## src/rtl/multicycle_controller.sv

```systemverilog
// Moore sequencing FSM for the multi-cycle RV32I datapath: walks each instruction
// through fetch/decode/execute/memory/writeback and stalls on the memory ready handshake.
module multicycle_controller (
    input  logic       clk,
    input  logic       rst_n,
    input  logic [6:0] opcode,
    input  logic       Zero,
    input  logic       mem_ready,
    output logic       PCWrite,
    output logic       AdrSrc,
    output logic       MemWrite,
    output logic       IRWrite,
    output logic [1:0] ResultSrc,
    output logic [1:0] ALUSrcA,
    output logic [1:0] ALUSrcB,
    output logic [1:0] ALUOp,
    output logic [1:0] ImmSrc,
    output logic       RegWrite,
    output logic       instr_done,
    output logic       illegal,
    output logic [3:0] state
);

    localparam logic [3:0] S_FETCH    = 4'd0;
    localparam logic [3:0] S_DECODE   = 4'd1;
    localparam logic [3:0] S_MEMADR   = 4'd2;
    localparam logic [3:0] S_MEMREAD  = 4'd3;
    localparam logic [3:0] S_MEMWB    = 4'd4;
    localparam logic [3:0] S_MEMWRITE = 4'd5;
    localparam logic [3:0] S_EXECUTER = 4'd6;
    localparam logic [3:0] S_EXECUTEI = 4'd7;
    localparam logic [3:0] S_ALUWB    = 4'd8;
    localparam logic [3:0] S_BEQ      = 4'd9;
    localparam logic [3:0] S_JAL      = 4'd10;

    localparam logic [6:0] OP_LW   = 7'b0000011;
    localparam logic [6:0] OP_SW   = 7'b0100011;
    localparam logic [6:0] OP_R    = 7'b0110011;
    localparam logic [6:0] OP_I    = 7'b0010011;
    localparam logic [6:0] OP_BEQ  = 7'b1100011;
    localparam logic [6:0] OP_JAL  = 7'b1101111;

    logic [3:0] r_state;
    logic [3:0] w_next;
    logic       w_pcUpdate;
    logic       w_branch;
    logic       w_irWrite;
    logic       w_memWrite;
    logic       w_regWrite;
    logic       w_done;
    logic       w_illegal;
    logic       w_adrSrc;
    logic [1:0] w_resultSrc;
    logic [1:0] w_aluSrcA;
    logic [1:0] w_aluSrcB;
    logic [1:0] w_aluOp;
    logic [1:0] w_immSrc;
    logic       w_validState;

    always_ff @(posedge clk or negedge rst_n) begin
        if (!rst_n) begin
            r_state <= S_FETCH;
        end else begin
            r_state <= w_next;
        end
    end

    always_comb begin
        w_next = S_FETCH;
        case (r_state)
            S_FETCH:    w_next = mem_ready ? S_DECODE : S_FETCH;
            S_DECODE: begin
                case (opcode)
                    OP_LW, OP_SW: w_next = S_MEMADR;
                    OP_R:         w_next = S_EXECUTER;
                    OP_I:         w_next = S_EXECUTEI;
                    OP_BEQ:       w_next = S_BEQ;
                    OP_JAL:       w_next = S_JAL;
                    default:      w_next = S_FETCH;
                endcase
            end
            S_MEMADR:   w_next = (opcode == OP_LW) ? S_MEMREAD : S_MEMWRITE;
            S_MEMREAD:  w_next = mem_ready ? S_MEMWB : S_MEMREAD;
            S_MEMWB:    w_next = S_FETCH;
            S_MEMWRITE: w_next = mem_ready ? S_FETCH : S_MEMWRITE;
            S_EXECUTER: w_next = S_ALUWB;
            S_EXECUTEI: w_next = S_ALUWB;
            S_JAL:      w_next = S_ALUWB;
            S_ALUWB:    w_next = S_FETCH;
            S_BEQ:      w_next = S_FETCH;
            default:    w_next = S_FETCH;
        endcase
    end

    // Unlisted outputs stay 0; unreachable encodings also clear every select.
    always_comb begin
        w_pcUpdate   = 1'b0;
        w_branch     = 1'b0;
        w_irWrite    = 1'b0;
        w_memWrite   = 1'b0;
        w_regWrite   = 1'b0;
        w_done       = 1'b0;
        w_illegal    = 1'b0;
        w_adrSrc     = 1'b0;
        w_resultSrc  = 2'b00;
        w_aluSrcA    = 2'b00;
        w_aluSrcB    = 2'b00;
        w_aluOp      = 2'b00;
        w_validState = 1'b1;
        case (r_state)
            S_FETCH: begin
                w_aluSrcB   = 2'b10;
                w_resultSrc = 2'b10;
                w_irWrite   = mem_ready;
                w_pcUpdate  = mem_ready;
            end
            S_DECODE: begin
                w_aluSrcA = 2'b01;
                w_aluSrcB = 2'b01;
                if (w_next == S_FETCH) begin
                    w_illegal = 1'b1;
                    w_done    = 1'b1;
                end
            end
            S_MEMADR: begin
                w_aluSrcA = 2'b10;
                w_aluSrcB = 2'b01;
            end
            S_MEMREAD: begin
                w_adrSrc = 1'b1;
            end
            S_MEMWB: begin
                w_resultSrc = 2'b01;
                w_regWrite  = 1'b1;
                w_done      = 1'b1;
            end
            S_MEMWRITE: begin
                w_adrSrc   = 1'b1;
                w_memWrite = 1'b1;
                w_done     = mem_ready;
            end
            S_EXECUTER: begin
                w_aluSrcA = 2'b10;
                w_aluOp   = 2'b10;
            end
            S_EXECUTEI: begin
                w_aluSrcA = 2'b10;
                w_aluSrcB = 2'b01;
                w_aluOp   = 2'b10;
            end
            S_ALUWB: begin
                w_regWrite = 1'b1;
                w_done     = 1'b1;
            end
            S_BEQ: begin
                w_aluSrcA = 2'b10;
                w_aluOp   = 2'b01;
                w_branch  = 1'b1;
                w_done    = 1'b1;
            end
            S_JAL: begin
                w_aluSrcA  = 2'b01;
                w_aluSrcB  = 2'b10;
                w_pcUpdate = 1'b1;
            end
            default: w_validState = 1'b0;
        endcase
    end

    always_comb begin
        w_immSrc = 2'b00;
        case (opcode)
            OP_SW:   w_immSrc = 2'b01;
            OP_BEQ:  w_immSrc = 2'b10;
            OP_JAL:  w_immSrc = 2'b11;
            default: w_immSrc = 2'b00;
        endcase
    end

    // Enables are gated by rst_n so nothing writes while reset is held.
    assign PCWrite    = rst_n & (w_pcUpdate | (w_branch & Zero));
    assign IRWrite    = rst_n & w_irWrite;
    assign MemWrite   = rst_n & w_memWrite;
    assign RegWrite   = rst_n & w_regWrite;
    assign instr_done = rst_n & w_done;
    assign illegal    = rst_n & w_illegal;
    assign AdrSrc     = w_adrSrc;
    assign ResultSrc  = w_resultSrc;
    assign ALUSrcA    = w_aluSrcA;
    assign ALUSrcB    = w_aluSrcB;
    assign ALUOp      = w_aluOp;
    assign ImmSrc     = w_validState ? w_immSrc : 2'b00;
    assign state      = r_state;

endmodule

```

## config.mk

```make
export PLATFORM = sky130hd
export DESIGN_NAME = multicycle_controller
export DESIGN_NICKNAME = d
export VERILOG_FILES = /design/src/rtl/multicycle_controller.sv
export SDC_FILE = /design/constraint.sdc
export NUM_CORES = 1
export LEC_CHECK = 0
export ABC_AREA = 1
export CAP_MARGIN = 20
export CORE_MARGIN = 2
export CORE_UTILIZATION = 30
export DETAILED_ROUTE_END_ITERATION = 12
export PLACE_DENSITY = 0.76
export RECOVER_POWER = 100
export SETUP_SLACK_MARGIN = 0.3
export SYNTH_ARGS = -nofsm -noshare
export SYNTH_HDL_FRONTEND = slang
export SYNTH_SLANG_ARGS = --single-unit
```

## constraint.sdc

```tcl
create_clock -name clk -period 3.22 [get_ports clk]
set_input_delay 0.644 -clock clk [delete_from_list [all_inputs] [get_ports clk]]
set_output_delay 0.644 -clock clk [all_outputs]
set_load 0.02 [all_outputs]
```

# [Yosys cells after proc, flatten, opt, wreduce, memory -nomap -nowiden]
# Index checks and enable logic that the tools add are counted.
[word_totals] ff_bits=4 in_bits=11 output_inout_bits=21 wordCells=60
[classes] n_eq_ne=16 mux=22 n_bitwise=8 reduce_logical=13
[ops] operator="$pmux 4 s6" n=1
[ops] operator="$pmux 4 s5" n=1
[ops] operator="$eq 4x3->1 const B" n=4
[ops] operator="$pmux 2 s2" n=4
[ops] operator="$eq 7x6->1 const B" n=2
[ops] operator="$eq 7x7->1 const B" n=2
[ops] operator="$eq 4x4->1 const B" n=3
[ops] operator="$reduce_or 2->1" n=6
[ops] operator="$reduce_or 11->1" n=1
[ops] operator="$mux 1" n=9
[ops] operator="$mux 3" n=3
[ops] operator="$reduce_or 3->1" n=3
[ops] operator="$eq 4x2->1 const B" n=2
[ops] operator="$logic_not 4->1" n=2
[ops] operator="$and 1x1->1" n=7
[ops] operator="$eq 7x2->1 const B" n=1
[ops] operator="$eq 7x5->1 const B" n=1
[ops] operator="$pmux 2 s3" n=1
[ops] operator="$eq 4x1->1 const B" n=1
[ops] operator="$reduce_or 4->1" n=1
[ops] operator="$pmux 1 s3" n=1
[ops] operator="$mux 2" n=1
[ops] operator="$pmux 1 s2" n=1
[ops] operator="$or 1x1->1" n=1

# [Depth between registers and ports, before layout]
[logic_depth] word_depth=8 ltp_mapped=9 mapped_depth_nobuf=9

# [Worst setup path before layout]
# Ideal clock, no wire load.
[synth_timing] path_kind="reg-to-output" startpoint="reg r_state[0], in the netlist state[0]" endpoint="out PCWrite" arrival_ps=1535 required_time_ps=2576 setup_slack_ps=1041 stages_incl_launch_ff=8 path_cell_list="dfrtp_1 nor2_1 inv_1 nor2_2 inv_2 nor2_2 inv_1 a31oi_1"
[synth_between] elab_chain_cells=5
[synth_rtl] element="start: declaration" line_no="43" source="logic [3:0] r_state;"
[synth_rtl] element="start signal: assignment" line_no="64" source="r_state <= w_next;"
[synth_rtl] element="$eq 4x4->1" line_no="110" source="case (r_state)"
[synth_rtl] element="$mux 1" line_no="110"
[synth_rtl] element="$and 1x1->1" line_no="181" source="assign PCWrite = rst_n & (w_pcUpdate | (w_branch & Zero));"
[synth_rtl] element="$or 1x1->1 (*)" line_no="181"
[synth_rtl] element="$and 1x1->1 (*)" line_no="181"
[synth_rtl] element="end: declaration" line_no="9" source="output logic PCWrite,"
# Mark *: on every way between the ends. The rest lies on a longest branch, timed or not.

# [Worst setup path in the final report]
[layout_timing] startpoint="in rst_n" endpoint="out PCWrite"
[layout_between] elab_chain_cells=1
[layout_rtl] element="start: declaration" line_no="5" source="input logic rst_n,"
[layout_rtl] element="$and 1x1->1" line_no="181"
# Every way passes these cells.

==> flow_summary.ini <==
[timing]
finalSetupViolCount = 0
tightest_slew_ns = 0.2596
rsz0062_at_grt = false
final.setup_skew_ns = 0.01198
maxSlewViolCount = 0
post-route-period-util = 0.9111
fin_crit_ns = 2.934
max_freq_mhz = 340.9
fin_ws_ns = 0.2864
tns_ns = 0
hold_viol = 0
max_slew_margin = 0.8277

[detailed_routing]
drc = 0
dr.pass1.iters = 4
routed_wl_um = 1555
vias = 730
wl_per_cell_um = 9.540
first_iter_violations = 11
via_per_inst = 4.479
ant_nets = 0

[critical_path]
cp-start-kind = primary input
path_class = primary input to output port
crit_chain = dlygate4sd3_1, inv_1, a31oi_1, dlygate4sd3_1
cpMaxStageDelayCell = dlygate4sd3_1
worstPathArrival_ns = 2.29
end_kind = output port
max_stage_delay_ns = 0.69
critPathMaxFanout = 6
path_common_cell = dlygate4sd3_1
crit_required_ns = 2.58

[place]
dp_slack_ns = 0.09194
placed_cells = 160
hpwl_um = 1363
placed_cell_area_sq_um = 928.4
place.gp.congestion = 0.8283
io_buffers = 31

[clock_network]
cts_made_buffers = 3
root_buffer = clkbuf_4
insertion_delay_ns = 0.25
tritoncts = yes
clk_pin_slew_ns = 0.04
cts-htree-levels = 1
cts_buffer_depth = 2
cts.sinks = 4

[floorplanning]
ios = 32
initial_core_util = 0.3291
row_count = 15
dieArea_sq_mm = 0.002326
die_x_um = 48.23
core_sq_mm = 0.001783
die_y_um = 48.23

[synthesis]
synthCells = 104
synth.avg_cell_area_sq_um = 5.642
yosysMostFrequentCell = nand2_1
synth_cell_types = 19
synth_edf_count = 0
synth-seq-cells = 4
synth_top_area_share = 0.1706
synth_nets = 115
ys_warn_count = 0
synth_area_sq_um = 586.8
synthArstFlopShare = 1.000
ys.flop_type = dfrtp_1
synth.yosys.seq_area_share = 0.1706
synth_common_cells = nand2_1 (26), inv_1 (15), nor2_1 (15), nor2_2 (9), inv_2 (8)
yosysTopAreaCell = dfrtp_1
synthTopCellsByArea = dfrtp_1 (17%), nand2_1 (17%), inv_1 (9.6%)

[finish]
area_growth_pct = 57.57
drive_gt1_frac = 0.2246
fillerInstances = 186
fin_nets = 151
largest_register_ffs = 4
fin_cells = 163
stdcell_area_sq_um = 924.6
diodes = 0

[global_route]
grt_antenna_before_repair = 0
grt_max_degree = 7
grt_use_total = 0.1561
grt_overflow = 0
grt_pass1_vias = 636
grt_pass1_wl_um = 2504

[power]
p_leak_nw = 0.4872
ir_drop_uv = 110.7
pwr_density_cell_mw_per_mm2 = 242.9

[run_status]
status = completed

[worst_hold_path]
hold_class = primary input to asynchronous set/reset pin

[flow_run]
drv_cap = 0
==> routing by layer <==
layer  vias to the layer above  part of all wire  wire length, um  global-route usage
met5                         -                 0                0                   0
met4                         0             0.012               18             0.09189
met3                         3             0.077              120             0.01852
met2                        30              0.48              746              0.2789
met1                       313              0.43              669              0.1753
li1                        384                 -                -                   -
==> what timing repair did <==
item	4_1_cts	5_1_grt
hold buffers	0	0
setup endpoints to repair	3	3
resized for setup	3	5
setup buffers	0	0
==> critical path, delay by kind of cell <==
family,cells,cell delay [ns]
compound gates,1,0.15
buf+inv,3,1.50
==> report_power, final <==
part           internal (mW)  switching (mW)
clock                 0.0418          0.0230
combinational         0.0430          0.0604
sequential            0.0527         0.00374
==> cell families after synthesis <==
| family | count (synthesis) | share of synthesized area |
|---|---|---|
| compound gates | 11 | 0.1173 |
| simple gates | 65 | 0.5586 |
| buf+inv | 24 | 0.1535 |
| flops | 4 | 0.1706 |
==> final cells by class <==
class / count / area [sq um] / area share
Clock buffer: 3 / 22.52 / 0.02436
Inverter: 24 / 90.09 / 0.09743
Multi-Input combinational cell: 76 / 390.4 / 0.4222
Sequential cell: 4 / 100.1 / 0.1083
Tap cell: 25 / 31.28 / 0.03383
Timing Repair Buffer: 31 / 290.3 / 0.3139
==> placed cells by master, fill, tap and decap left out <==
| cell type | Yosys | routed |
|---|---|---|
| a211oi_1 | 1 | 1 |
| a21oi_1 | 3 | 4 |
| a21oi_2 | 2 | 1 |
| a31oi_1 | 1 | 1 |
| clkbuf_1 | 0 | 3 |
| clkbuf_4 | 0 | 3 |
| clkdlybuf4s50_1 | 0 | 8 |
| clkinv_1 | 1 | 1 |
| dfrtp_1 | 4 | 4 |
| dlygate4sd2_1 | 0 | 1 |
| dlygate4sd3_1 | 0 | 19 |
| inv_1 | 15 | 15 |
| inv_2 | 8 | 8 |
| nand2_1 | 26 | 26 |
| nand2_2 | 5 | 5 |
| nand2_4 | 2 | 2 |
| nand3_1 | 3 | 3 |
| nand3_2 | 2 | 2 |
| nand4_1 | 1 | 1 |
| nor2_1 | 15 | 16 |
| nor2_2 | 9 | 8 |
| nor2_4 | 2 | 2 |
| o211ai_1 | 1 | 1 |
| o21ai_0 | 3 | 3 |
==> stage by stage <==
stage                     hold slack (ns)  total power [mW]    util
after floorplan                    0.3484            0.1193       -
after global placement             0.7900            0.1689  0.5207
after detailed placement           0.8034            0.1697  0.5207
after CTS                          0.6100            0.2350  0.5312
after global routing               0.6818            0.2408  0.5186
final                              0.6815            0.2246  0.5186
==> path summary, 6_finish.rpt <==
kind                            slack [ns]  endpoint  startpoint  cells past startpoint
worst max register to register        2.04  state[1]    state[1]                      7
max in group asynchronous             2.34  state[1]       rst_n                      1
worst min-delay path                  0.68  state[2]       rst_n                      1
worst max-delay path                  0.29   PCWrite       rst_n                      4
min in group clk                      0.80  state[0]    state[1]                      4
worst min register to register        0.80  state[0]    state[1]                      4
Power figures use the tool's default switching activity.
